**src/rtl/cdb_arbiter_if.sv**
```systemverilog
// Bundle of the functional-unit result ports and the common data bus toward the ROB.
// The slave modport is the arbiter's view; master is the FU/ROB side that drives results.
`ifndef XLEN
`define XLEN 32
`endif
`ifndef ROB_TAG_LEN
`define ROB_TAG_LEN 6
`endif

interface cdb_arbiter_if #(
    parameter int NUM_FU = 4
);
    logic [NUM_FU-1:0]                        fu_valid;
    logic [NUM_FU-1:0][`ROB_TAG_LEN-1:0]      fu_rob_tag;
    logic [NUM_FU-1:0][`XLEN-1:0]             fu_data;
    logic [NUM_FU-1:0][`XLEN-1:0]             fu_target_pc;
    logic [NUM_FU-1:0]                        fu_mispredict;
    logic [NUM_FU-1:0]                        fu_ready;
    logic                                     cdb_valid;
    logic [`ROB_TAG_LEN-1:0]                  cdb_rob_tag;
    logic [`XLEN-1:0]                         cdb_data;
    logic [`XLEN-1:0]                         cdb_target_pc;
    logic                                     cdb_mispredict;

    modport master (
        output fu_valid, fu_rob_tag, fu_data, fu_target_pc, fu_mispredict,
        input  fu_ready, cdb_valid, cdb_rob_tag, cdb_data, cdb_target_pc, cdb_mispredict
    );

    modport slave (
        input  fu_valid, fu_rob_tag, fu_data, fu_target_pc, fu_mispredict,
        output fu_ready, cdb_valid, cdb_rob_tag, cdb_data, cdb_target_pc, cdb_mispredict
    );
endinterface

```
**src/rtl/cdb_arbiter.sv**
```systemverilog
// Per-FU result FIFOs feeding a round-robin arbiter that drives one registered CDB
// write per cycle into the reorder buffer; reset or ROB flush squashes everything.
`ifndef XLEN
`define XLEN 32
`endif
`ifndef ROB_TAG_LEN
`define ROB_TAG_LEN 6
`endif

module cdb_arbiter #(
    parameter int NUM_FU     = 4,
    parameter int FIFO_DEPTH = 2
) (
    input  logic          clk,
    input  logic          reset,
    input  logic          flush,
    cdb_arbiter_if.slave  bus
);
    localparam int FU_W  = (NUM_FU > 1) ? $clog2(NUM_FU) : 1;
    localparam int PTR_W = $clog2(FIFO_DEPTH);
    localparam int CNT_W = $clog2(FIFO_DEPTH + 1);

    typedef struct packed {
        logic [`ROB_TAG_LEN-1:0] rob_tag;
        logic [`XLEN-1:0]        data;
        logic [`XLEN-1:0]        target_pc;
        logic                    mispredict;
    } entry_t;

    logic              squash;
    logic [NUM_FU-1:0] req;
    logic [NUM_FU-1:0] ready;
    logic [NUM_FU-1:0] push;
    logic [NUM_FU-1:0] pop;
    entry_t            head [NUM_FU];

    logic [FU_W-1:0]   rr_ptr_reg;
    logic [FU_W-1:0]   rr_ptr_next;
    logic [FU_W-1:0]   winner;
    logic              grant_any;
    int                scan_idx;

    logic              cdb_valid_reg;
    entry_t            cdb_reg;

    assign squash = reset | flush;

    generate
        for (genvar gi = 0; gi < NUM_FU; gi++) begin : g_fifo
            entry_t            mem [FIFO_DEPTH];
            logic [PTR_W-1:0]  wr_ptr_reg;
            logic [PTR_W-1:0]  rd_ptr_reg;
            logic [CNT_W-1:0]  count_reg;

            // Ready and request come from registered counts only, so a full FIFO
            // refuses a push even in the cycle its head is being granted.
            assign ready[gi] = (count_reg < CNT_W'(FIFO_DEPTH));
            assign req[gi]   = (count_reg != '0);
            assign push[gi]  = bus.fu_valid[gi] & ready[gi];
            assign pop[gi]   = grant_any && (winner == FU_W'(gi));
            assign head[gi]  = mem[rd_ptr_reg];

            always_ff @(posedge clk) begin
                if (push[gi]) begin
                    mem[wr_ptr_reg] <= {bus.fu_rob_tag[gi], bus.fu_data[gi],
                                        bus.fu_target_pc[gi], bus.fu_mispredict[gi]};
                end
            end

            always_ff @(posedge clk) begin
                if (squash) begin
                    wr_ptr_reg <= '0;
                    rd_ptr_reg <= '0;
                    count_reg  <= '0;
                end else begin
                    if (push[gi]) wr_ptr_reg <= wr_ptr_reg + PTR_W'(1);
                    if (pop[gi])  rd_ptr_reg <= rd_ptr_reg + PTR_W'(1);
                    case ({push[gi], pop[gi]})
                        2'b10:   count_reg <= count_reg + CNT_W'(1);
                        2'b01:   count_reg <= count_reg - CNT_W'(1);
                        default: count_reg <= count_reg;
                    endcase
                end
            end
        end
    endgenerate

    // Scan requests starting at rr_ptr and wrapping; first hit wins.
    always_comb begin
        grant_any = 1'b0;
        winner    = '0;
        scan_idx  = 0;
        for (int k = 0; k < NUM_FU; k++) begin
            scan_idx = int'(rr_ptr_reg) + k;
            if (scan_idx >= NUM_FU) scan_idx = scan_idx - NUM_FU;
            if (!grant_any && req[FU_W'(scan_idx)]) begin
                grant_any = 1'b1;
                winner    = FU_W'(scan_idx);
            end
        end
    end

    assign rr_ptr_next = (winner == FU_W'(NUM_FU - 1)) ? '0 : winner + FU_W'(1);

    // Payload registers hold their last value when nothing is granted.
    always_ff @(posedge clk) begin
        if (squash) begin
            cdb_valid_reg <= 1'b0;
            cdb_reg       <= '0;
            rr_ptr_reg    <= '0;
        end else if (grant_any) begin
            cdb_valid_reg <= 1'b1;
            cdb_reg       <= head[winner];
            rr_ptr_reg    <= rr_ptr_next;
        end else begin
            cdb_valid_reg <= 1'b0;
        end
    end

    assign bus.fu_ready       = ready;
    assign bus.cdb_valid      = cdb_valid_reg;
    assign bus.cdb_rob_tag    = cdb_reg.rob_tag;
    assign bus.cdb_data       = cdb_reg.data;
    assign bus.cdb_target_pc  = cdb_reg.target_pc;
    assign bus.cdb_mispredict = cdb_reg.mispredict;
endmodule

```
**src/flat_wrapper.sv**
```systemverilog
// flat-port wrapper written by rule: the top's interface ports become plain ports
module cdb_arbiter_flat 
#(
    parameter int NUM_FU     = 4,
    parameter int FIFO_DEPTH = 2
)
  (clk, reset, flush, bus_fu_valid, bus_fu_rob_tag, bus_fu_data, bus_fu_target_pc, bus_fu_mispredict, bus_fu_ready, bus_cdb_valid, bus_cdb_rob_tag, bus_cdb_data, bus_cdb_target_pc, bus_cdb_mispredict);
  cdb_arbiter_if #(.NUM_FU(NUM_FU)) bus_i ();
  input  logic clk;
  input  logic reset;
  input  logic flush;
  input wire logic [$bits(bus_i.fu_valid)-1:0] bus_fu_valid;
  input wire logic [$bits(bus_i.fu_rob_tag)-1:0] bus_fu_rob_tag;
  input wire logic [$bits(bus_i.fu_data)-1:0] bus_fu_data;
  input wire logic [$bits(bus_i.fu_target_pc)-1:0] bus_fu_target_pc;
  input wire logic [$bits(bus_i.fu_mispredict)-1:0] bus_fu_mispredict;
  output wire logic [$bits(bus_i.fu_ready)-1:0] bus_fu_ready;
  output wire logic [$bits(bus_i.cdb_valid)-1:0] bus_cdb_valid;
  output wire logic [$bits(bus_i.cdb_rob_tag)-1:0] bus_cdb_rob_tag;
  output wire logic [$bits(bus_i.cdb_data)-1:0] bus_cdb_data;
  output wire logic [$bits(bus_i.cdb_target_pc)-1:0] bus_cdb_target_pc;
  output wire logic [$bits(bus_i.cdb_mispredict)-1:0] bus_cdb_mispredict;
  assign bus_i.fu_valid = bus_fu_valid;
  assign bus_i.fu_rob_tag = bus_fu_rob_tag;
  assign bus_i.fu_data = bus_fu_data;
  assign bus_i.fu_target_pc = bus_fu_target_pc;
  assign bus_i.fu_mispredict = bus_fu_mispredict;
  assign bus_fu_ready = bus_i.fu_ready;
  assign bus_cdb_valid = bus_i.cdb_valid;
  assign bus_cdb_rob_tag = bus_i.cdb_rob_tag;
  assign bus_cdb_data = bus_i.cdb_data;
  assign bus_cdb_target_pc = bus_i.cdb_target_pc;
  assign bus_cdb_mispredict = bus_i.cdb_mispredict;
  cdb_arbiter #(.NUM_FU(NUM_FU), .FIFO_DEPTH(FIFO_DEPTH)) u_core (.clk(clk), .reset(reset), .flush(flush), .bus(bus_i));
endmodule
```
**config.mk**
```make
export PLATFORM = sky130hd
export DESIGN_NAME = cdb_arbiter_flat
export DESIGN_NICKNAME = d
export VERILOG_FILES = /design/src/rtl/cdb_arbiter_if.sv /design/src/rtl/cdb_arbiter.sv /design/src/flat_wrapper.sv
export SDC_FILE = /design/constraint.sdc
export NUM_CORES = 1
export LEC_CHECK = 0
export CORE_AREA = 2 2 233 235
export CTS_CLUSTER_SIZE = 8
export DETAILED_ROUTE_END_ITERATION = 6
export DIE_AREA = 0 0 235 237
export PLACE_DENSITY = 0.8
export SLEW_MARGIN = 20
export SYNTH_ARGS = -nofsm -noshare
export SYNTH_HDL_FRONTEND = slang
export SYNTH_SLANG_ARGS = --single-unit
```
**constraint.sdc**
```tcl
create_clock -name clk -period 6.5 [get_ports clk]
set_clock_uncertainty 0.2 [all_clocks]
set_input_delay 0.65 -clock clk [delete_from_list [all_inputs] [get_ports clk]]
set_output_delay 0.65 -clock clk [all_outputs]
set_load 0.01 [all_outputs]
```
==> impl_metrics.py, run 1 <==
metrics = {
    "clock_tree": {
        "clkTransAtPathRegs_ns": 0.05,
        "cts_buffers": 92,
        "clk_latency_ns": 0.63,
        "ctsHoldBuffers": 0,
        "cts_buffer_depth": 3,
        "cts_tree": "done",
        "numClockSinks": 662,
        "post_cts_resized": 0,
        "cts_setup_buffers": 0,
        "cts_max_level": 3,
        "clockRootBuffer": "clkbuf_16",
    },
    "synth": {
        "netlist.top_cell.by_area": "edfxtp_1",
        "synth_top_area_share_pct": 65.0,
        "synth.most_common_cell": "edfxtp_1",
        "syn_inst": 1574,
        "syn_nets": 1869,
        "synth.distinct_cells": 36,
        "yosysSeqAreaShare_pct": 72.2,
        "synthTopCellsByCount": "edfxtp_1 (568), mux2i_1 (264), dfxtp_1 (94)",
        "syn_area_per_cell_sq_um": 16.7,
        "syn-cell-area_sq_um": 26200,
        "synth-seq-cells": 662,
        "synth_edf_count": 568,
        "ys.flop_type": "edfxtp_1",
        "synthArstFlopShare_pct": 0,
        "ys_warn_count": 0,
        "synth_area_leaders": "edfxtp_1 (65%), mux2i_1 (10%), dfxtp_1 (7.2%), mux2_2 (3.9%), a211oi_2 (3.3%)",
    },
    "final_layout": {
        "largest_reg_flops": 568,
        "nets": 2235,
        "drive_gt1_share_pct": 15.2,
        "nFillCells": 3707,
        "design_area_sq_um": 33300,
        "regMostFlops": "u_core.g_fifo.mem",
        "area_growth_pct": 27.0,
    },
    "place": {
        "gp_congestion": 0.860,
        "io_buffer_count": 366,
        "hpwlAfterDp_mm": 45.7,
        "post_dp_cell_area_sq_um": 30500,
    },
    "global_route": {
        "grt_pass1_wl_mm": 105,
        "grt_pass1_vias": 16252,
        "overflow": 0,
        "grtUsageTotal_pct": 25.3,
        "grt_max_degree": 78,
        "antenna_found_initial": 20,
    },
    "critical_path": {
        "path_class": "register to register",
        "reg2reg_slack_ns": 2.61,
        "worstSetupEndpointType": "register",
        "r2r-start": "u_core.g_fifo[0].count_reg[0]",
        "reg2reg_to": "u_core.g_fifo[1].count_reg[1]",
        "cp.required_ns": 6.84,
        "critPathMaxFanout": 72,
        "crit_arrival_ns": 4.23,
        "critPathLaunch": "u_core.g_fifo[0].count_reg[0]",
        "startpoint_type": "register",
        "crit_end": "u_core.g_fifo[1].count_reg[1]",
        "ff2ff_path_depth": 7,
    },
    "drt": {
        "avgRoutedWirePerCell_um": 26.4,
        "vias_per_cell": 5.87,
        "ant_nets": 0,
        "num_vias": 15994,
        "drt_pass1_iterations": 6,
        "wl_mm": 71.9,
        "first_iter_violations": 1467,
        "drc": 0,
    },
    "die": {
        "die_h_um": 237,
        "dieArea_sq_um": 55700,
        "pin_count": 367,
        "core.rowCount": 85,
        "start_util_pct": 49.2,
        "core_sq_um": 53300,
        "die_w_um": 235,
    },
    "sta": {
        "period_needed_ns": 3.89,
        "slew_violations": 0,
        "finalHoldViolCount": 0,
        "tns_ns": 0,
        "period_share_pct": 59.9,
        "clock.fmax_mhz": 257,
        "setup_viol": 0,
        "worst_pin_slew_ns": 1.10,
        "relSlewSlack_pct": 26.4,
        "rsz0062_at_grt": "no",
    },
    "power_and_ir_drop": {
        "cellPowerDensity_nw_per_um2": 470,
        "power.leakage_nw": 10.5,
        "vdd_ir_drop_max_mv": 0.653,
    },
    "min_path": {
        "hp-start": "u_core.g_fifo[0].rd_ptr_reg",
        "hp-class": "register to register",
    },
    "status": {
        "status": "finished clean",
    },
    "run": {
        "drv_cap": 0,
    },
}
power by group:
| group | leakage, nW | internal (mW) | switching [mW] |
|---|---|---|---|
| combinational | 3.15 | 2.02 | 3.55 |
| clock | 1.28 | 2.69 | 1.75 |
| sequential | 6.10 | 5.26 | 0.405 |
final cells by class:
class,instances,area [sq um],share of cell area [%]
clock inverter,6,108,0.323
timing repair buffer,388,3860,11.6
sequential,662,19000,56.9
multi-input combinational,791,6860,20.6
antenna,14,35.0,0.105
inverter,5,18.8,0.0564
clock buffer,165,2600,7.80
tap,696,871,2.62
stage by stage:
step                util (%)  cells  setup slack [ns]  total power [mW]  hold WS (ns)
floorplan                  -   1574              2.09              9.18         0.271
global placement        57.3   2540              2.76              11.1         0.276
detailed placement      57.3   2541              2.68              11.3         0.297
CTS                     62.4   2712              2.65              15.7         0.308
global route            62.5   2724              2.41              16.3         0.330
finish                  62.5   2727              2.61              15.7         0.305
routing by layer:
layer | vias to the layer above | track usage (%) | share of wire [%]
met4 | 12 | 11.5 | 3.8
met1 | 8017 | 33.3 | 40
met3 | 150 | 6.84 | 8.6
met5 | - | 0 | 0.12
met2 | 803 | 39.6 | 47
li1 | 7012 | - | -
logic make-up (layout without fill, tap and decap cells):
kind of cell	after synthesis	count (layout)	synth area share, %
adder cells (fa/ha/maj)	4	4	0.191
AND/OR/NAND/NOR	104	104	2.25
XOR/XNOR	12	12	0.401
other	0	14	0
multiplexers	355	355	14.0
buffers and inverters	121	564	2.02
AO/OA/AOI/OAI	316	316	8.93
flip-flops	662	662	72.2
layout by cell type, fill, tap and decap left out, drive strengths merged, types with 2 or more instances in the layout:
| cell type | netlist | routed |
|---|---|---|
| nor2 | 25 | 25 |
| ha | 4 | 4 |
| o21bai | 2 | 2 |
| or3 | 8 | 8 |
| nand2 | 4 | 4 |
| a21oi | 64 | 64 |
| mux2 | 91 | 91 |
| mux2i | 264 | 264 |
| o21a | 3 | 3 |
| clkbuf | 87 | 165 |
| or2 | 4 | 4 |
| nand4 | 52 | 52 |
| and2 | 2 | 2 |
| clkinv | 0 | 4 |
| nor3 | 2 | 2 |
| dfxtp | 94 | 94 |
| inv | 5 | 7 |
| a211oi | 91 | 91 |
| o31ai | 51 | 51 |
| clkdlybuf4s50 | 0 | 366 |
| diode | 0 | 14 |
| buf | 29 | 22 |
| and3 | 4 | 4 |
| xor2 | 8 | 8 |
| xnor2 | 4 | 4 |
| edfxtp | 568 | 568 |
| a31oi | 20 | 20 |
| o21ai | 83 | 83 |
worst max-delay path, cell delays in order (launching register included):
cell	delay, ns
dfxtp_1	0.35
o21bai_1	0.34
nand2b_4	0.85
nand3_2	0.79
nor2_1	0.40
ha_1	0.31
or3_1	0.38
a21oi_1	0.16
worst min-delay path by stage:
stage	to	cells past startpoint
2_1_floorplan	u_core.g_fifo[3].count_reg[1]	2
4_1_cts	register	2
3_5_place_dp	register	2
6_report	register	2
5_1_grt	register	2
3_3_place_gp	register	2
(Power assumes the default switching activity.)
==> run 2, diff against run 1 <==
clock period = 4 ns   (was 6.5 ns; I/O delays follow)
==> run 2 against run 1 <==
  * Final cell count grew 0.33%
  * Final area increased by 0.54%
  * Total power rose by 64%
  * Critical path type unchanged
==> impl_metrics.py, run 2 (same netlist as run 1, synthesis figures left out) <==
metrics = {
    "place": {
        "io_buffer_count": 366,
        "post_dp_cell_area_sq_um": 30700,
        "gp_congestion": 0.851,
        "hpwlAfterDp_mm": 45.3,
    },
    "sta": {
        "tns_ns": 0,
        "relSlewSlack_pct": 32.7,
        "period_share_pct": 81.7,
        "slew_violations": 0,
        "worst_pin_slew_ns": 1.01,
        "period_needed_ns": 3.27,
        "clock.fmax_mhz": 306,
        "finalHoldViolCount": 0,
        "setup_viol": 0,
        "rsz0062_at_grt": "no",
    },
    "final_layout": {
        "nets": 2245,
        "area_growth_pct": 27.7,
        "design_area_sq_um": 33500,
        "drive_gt1_share_pct": 15.5,
        "regMostFlops": "u_core.g_fifo.mem",
        "final_cell_mix": "edfxtp_1 (568), clkdlybuf4s50_1 (366), mux2i_1 (264), clkbuf_16 (95), mux2_2 (91)",
        "largest_reg_flops": 568,
        "layout_commonest_cell": "edfxtp_1",
    },
    "clock_tree": {
        "ctsHoldBuffers": 0,
        "clockRootBuffer": "clkbuf_16",
        "cts_buffer_depth": 3,
        "clk_latency_ns": 0.61,
        "cts_tree": "done",
        "post_cts_resized": 0,
        "cts_max_level": 3,
        "cts_buffers": 92,
        "clkTransAtPathRegs_ns": 0.05,
        "numClockSinks": 662,
        "cts_setup_buffers": 0,
    },
    "global_route": {
        "overflow": 0,
        "antenna_found_initial": 14,
        "grt_max_degree": 72,
        "grt_pass1_wl_mm": 105,
        "grt_pass1_vias": 16292,
        "grtUsageTotal_pct": 25.4,
    },
    "power_and_ir_drop": {
        "cellPowerDensity_nw_per_um2": 765,
        "power.leakage_nw": 10.6,
        "p_total_mw": 25.6,
        "vdd_ir_drop_max_mv": 0.714,
    },
    "drt": {
        "avgRoutedWirePerCell_um": 26.5,
        "wl_mm": 72.4,
        "ant_nets": 0,
        "num_vias": 16080,
        "vias_per_cell": 5.88,
        "drt_pass1_iterations": 5,
        "first_iter_violations": 1454,
        "drc": 0,
    },
    "critical_path": {
        "crit_arrival_ns": 3.60,
        "max_stage_delay_ns": 0.59,
        "path_cells": "o21bai_1 > nand2b_4 > nand3_2 > nor2_1 > ha_1 > or3_1 > a21oi_1",
        "startpoint_type": "register",
        "cp.required_ns": 4.33,
        "path_class": "register to register",
        "critPathMaxFanout": 27,
        "slowest_stage": "nand3_2",
        "reg2reg_slack_ns": 0.73,
        "worstSetupEndpointType": "register",
    },
    "die": {
        "core.rowCount": 85,
        "core_sq_um": 53300,
        "start_util_pct": 49.2,
        "die_h_um": 237,
        "dieArea_sq_um": 55700,
        "pin_count": 367,
        "die_w_um": 235,
    },
    "min_path": {
        "hp-class": "primary input to register",
    },
    "run": {
        "drv_cap": 0,
    },
    "status": {
        "status": "finished clean",
    },
}
run 2: changes by cell type in the layout (fill, tap and decap cells not counted), sizes merged:
cell,change
buf,+10
clkinv,-4
diode,-1
clkbuf,+5
inv,-1
run 2: metrics by stage:
stage	utilization, %	cells	setup slack (ns)	hold WS, ns
after floorplan	-	1574	0.956	0.271
after global placement	57.6	2549	0.762	0.277
after detailed placement	57.6	2549	0.768	0.296
after CTS	62.6	2720	0.747	0.129
after global routing	62.8	2734	0.516	0.142
final	62.8	2736	0.732	0.168
run 2: final cells by class:
cell class,instances,area [sq um]
inverter,5,18.8
antenna,13,32.5
clock buffer,170,2660
multi-input combinational,791,6850
fill,3762,19800
sequential,662,19000
timing repair buffer,398,4090
clock inverter,1,8.76
tap,696,871
run 2: where the power goes:
| group | internal (mW) | total (mW) | switching [mW] |
|---|---|---|---|
| combinational | 3.45 | 9.18 | 5.73 |
| clock | 4.41 | 7.17 | 2.76 |
| sequential | 8.55 | 9.28 | 0.731 |
| total | 16.4 | 25.6 | 9.22 |
run 2: layer usage:
layer  wire length [um]  vias to the layer above  share of wire [%]  global-route usage (%)
met4               2580                        6                3.6                    11.5
met3               5390                      148                7.5                    5.05
met5                 34                        -              0.047                       0
met1              30400                     8084                 42                    34.8
li1                   -                     7056                  -                       -
met2              34000                      786                 47                    39.5
run 2: path summary, 6_finish.rpt:
check                                              startpoint                            end  cells past startpoint
worst max-delay path            u_core.g_fifo[0].count_reg[0]  u_core.g_fifo[1].count_reg[1]                      7
worst min-delay path                         bus_fu_data[117]    u_core.g_fifo[3].mem[1][54]                      1
worst max register to register  u_core.g_fifo[0].count_reg[0]  u_core.g_fifo[1].count_reg[1]                      7
worst min register to register    u_core.g_fifo[2].rd_ptr_reg                       register                      2
run 2: worst max-delay path: cells and delay by family (launching register included):
family | cells | cell delay, ns
AOI/OAI and AO/OA | 2 | 0.48
and+or+nand+nor | 4 | 1.84
DFF | 1 | 0.36
adders and majority gates | 1 | 0.32
==> run 3, diff against run 2 <==
CORE_AREA = 2 2 235 237   (was 2 2 233 235)
DIE_AREA = 0 0 237 239   (was 0 0 235 237)
PLACE_DENSITY = 0.82   (was 0.8)
clock period = 2.73 ns   (was 4 ns; I/O delays follow)
==> run 3 against run 2 <==
  * Setup slack worse by 0.59 ns
  * Sequential cell count stayed put
  * Routed wire length is 2.7% higher
  * First-iteration DRC count is 0.14% lower
  * Clock-buffer cell count is 2 lower
  * Sequential power is 43% higher
==> impl_metrics.py, run 3 (same netlist as run 1, synthesis figures left out) <==
metrics = {
    "clock_tree": {
        "clkTransAtPathRegs_ns": 0.05,
        "numClockSinks": 662,
        "cts_buffer_depth": 3,
        "ctsHoldBuffers": 21,
        "cts_buffers": 92,
        "clk_latency_ns": 0.63,
        "cts_max_level": 3,
        "clockRootBuffer": "clkbuf_16",
        "post_cts_resized": 0,
        "cts_setup_buffers": 0,
        "cts_tree": "done",
    },
    "power_and_ir_drop": {
        "vdd_ir_drop_max_mv": 1.67,
        "cellPowerDensity_nw_per_um2": 1120,
        "power.leakage_nw": 11.0,
    },
    "place": {
        "hpwlAfterDp_mm": 47.0,
        "io_buffer_count": 366,
        "dp_cells": 2599,
        "place_ws_ns": 0.193,
        "gp_congestion": 0.849,
    },
    "critical_path": {
        "path_class": "register to register",
        "critPathMaxFanout": 51,
        "slowest_stage": "buf_4",
        "worstSetupEndpointType": "register",
        "crit_arrival_ns": 2.87,
        "startpoint_type": "register",
        "cp.required_ns": 3.01,
        "max_stage_delay_ns": 0.59,
        "path_cells": "nor3_1 > o21a_2 > buf_4 > o31ai_1 > a21oi_1 > a211oi_2",
    },
    "sta": {
        "setup_ws_ns": 0.143,
        "rsz0062_at_grt": "no",
        "finalHoldViolCount": 0,
        "relSlewSlack_pct": 48.1,
        "slew_violations": 0,
        "tns_ns": 0,
        "clock.fmax_mhz": 387,
        "holdWs_ns": 0.0257,
        "worst_pin_slew_ns": 0.778,
        "setup_viol": 0,
        "period_needed_ns": 2.59,
        "period_share_pct": 94.8,
    },
    "drt": {
        "avgRoutedWirePerCell_um": 26.5,
        "num_vias": 16496,
        "vias_per_cell": 5.87,
        "first_iter_violations": 1452,
        "drt_pass1_iterations": 5,
        "drc": 0,
        "wl_mm": 74.3,
        "ant_nets": 0,
    },
    "die": {
        "core.rowCount": 86,
        "dieArea_sq_um": 56600,
        "die_h_um": 239,
        "core_sq_um": 54300,
        "start_util_pct": 48.3,
        "pin_count": 367,
        "die_w_um": 237,
    },
    "final_layout": {
        "multi_input_area_sq_um": 6850,
        "drive_gt1_share_pct": 17.0,
        "final_cell_mix": "edfxtp_1 (568), clkdlybuf4s50_1 (366), mux2i_1 (264), clkbuf_16 (95), mux2_2 (91)",
        "layout_commonest_cell": "edfxtp_1",
        "instances_no_fill": 2809,
        "nFillCells": 3723,
        "nets": 2305,
        "regMostFlops": "u_core.g_fifo.mem",
        "area_growth_pct": 30.4,
        "regArea_sq_um": 19000,
        "largest_reg_flops": 568,
    },
    "min_path": {
        "hp-class": "primary input to register",
    },
    "global_route": {
        "grtUsageTotal_pct": 25.8,
        "overflow": 0,
        "grt_pass1_vias": 17124,
        "grt_max_degree": 76,
        "grt_pass1_wl_mm": 108,
        "antenna_found_initial": 25,
    },
    "run": {
        "drv_cap": 0,
    },
    "status": {
        "status": "finished clean",
    },
}
## run 3: cell count changes in the layout (fill, tap and decap cells not counted), sizes merged
| cell | previous run | this run |
|---|---|---|
| buf | 32 | 71 |
| dlygate4sd3 | 0 | 21 |
| diode | 13 | 17 |
| clkbuf | 170 | 168 |
| clkinv | 0 | 2 |
| inv | 6 | 7 |
## run 3: path summary, 6_finish.rpt
path                                                    end  slack [ns]  cells after the start                          start
worst min-delay path            u_core.g_fifo[2].mem[1][14]        0.03                      1           bus_fu_target_pc[77]
worst max-delay path                u_core.bus.cdb_data[24]        0.14                      6  u_core.g_fifo[1].count_reg[0]
worst min register to register                     register        0.30                      2    u_core.g_fifo[3].rd_ptr_reg
worst max register to register      u_core.bus.cdb_data[24]        0.14                      6  u_core.g_fifo[1].count_reg[0]
## run 3: cell type report
class | count | share of cell area [%]
repair buffers | 458 | 13.9
well taps | 704 | 2.58
multi-input cells | 791 | 20.0
diodes | 17 | 0.124
clock buffers | 168 | 7.75
clock inverters | 4 | 0.146
flip-flops and latches | 662 | 55.4
inverters | 5 | 0.0549
## run 3: where the power goes
group          switching (mW)  leakage [nW]  internal [mW]
logic                    8.78          3.58           5.70
clock network            4.14          1.28           6.48
registers               0.769          6.10           12.5
## run 3: per-stage QoR
step           utilization, %  total power [mW]  instance area, sq um
2_1_floorplan               -              21.8                 26300
3_3_place_gp             57.5              27.3                 31200
3_5_place_dp             57.5              27.7                 31200
4_1_cts                  62.9              38.5                 34200
5_1_grt                  62.9              39.7                 34200
6_report                 62.9              38.4                 34200
## run 3: critical path: cells and delay by family, from the launching register on
family	cells	cell delay (ns)
compound gates	4	0.74
buf+inv	1	0.59
flops	1	0.36
simple gates	1	0.49
## run 3: per-layer routing
| metal | share of wire (%) | vias up | global-route usage, % |
|---|---|---|---|
| met4 | 4.0 | 18 | 12.9 |
| met2 | 48 | 876 | 41.7 |
| met1 | 39 | 8222 | 32.7 |
| met5 | 0.15 | - | 0 |
| li1 | - | 7193 | - |
| met3 | 8.5 | 187 | 6.14 |
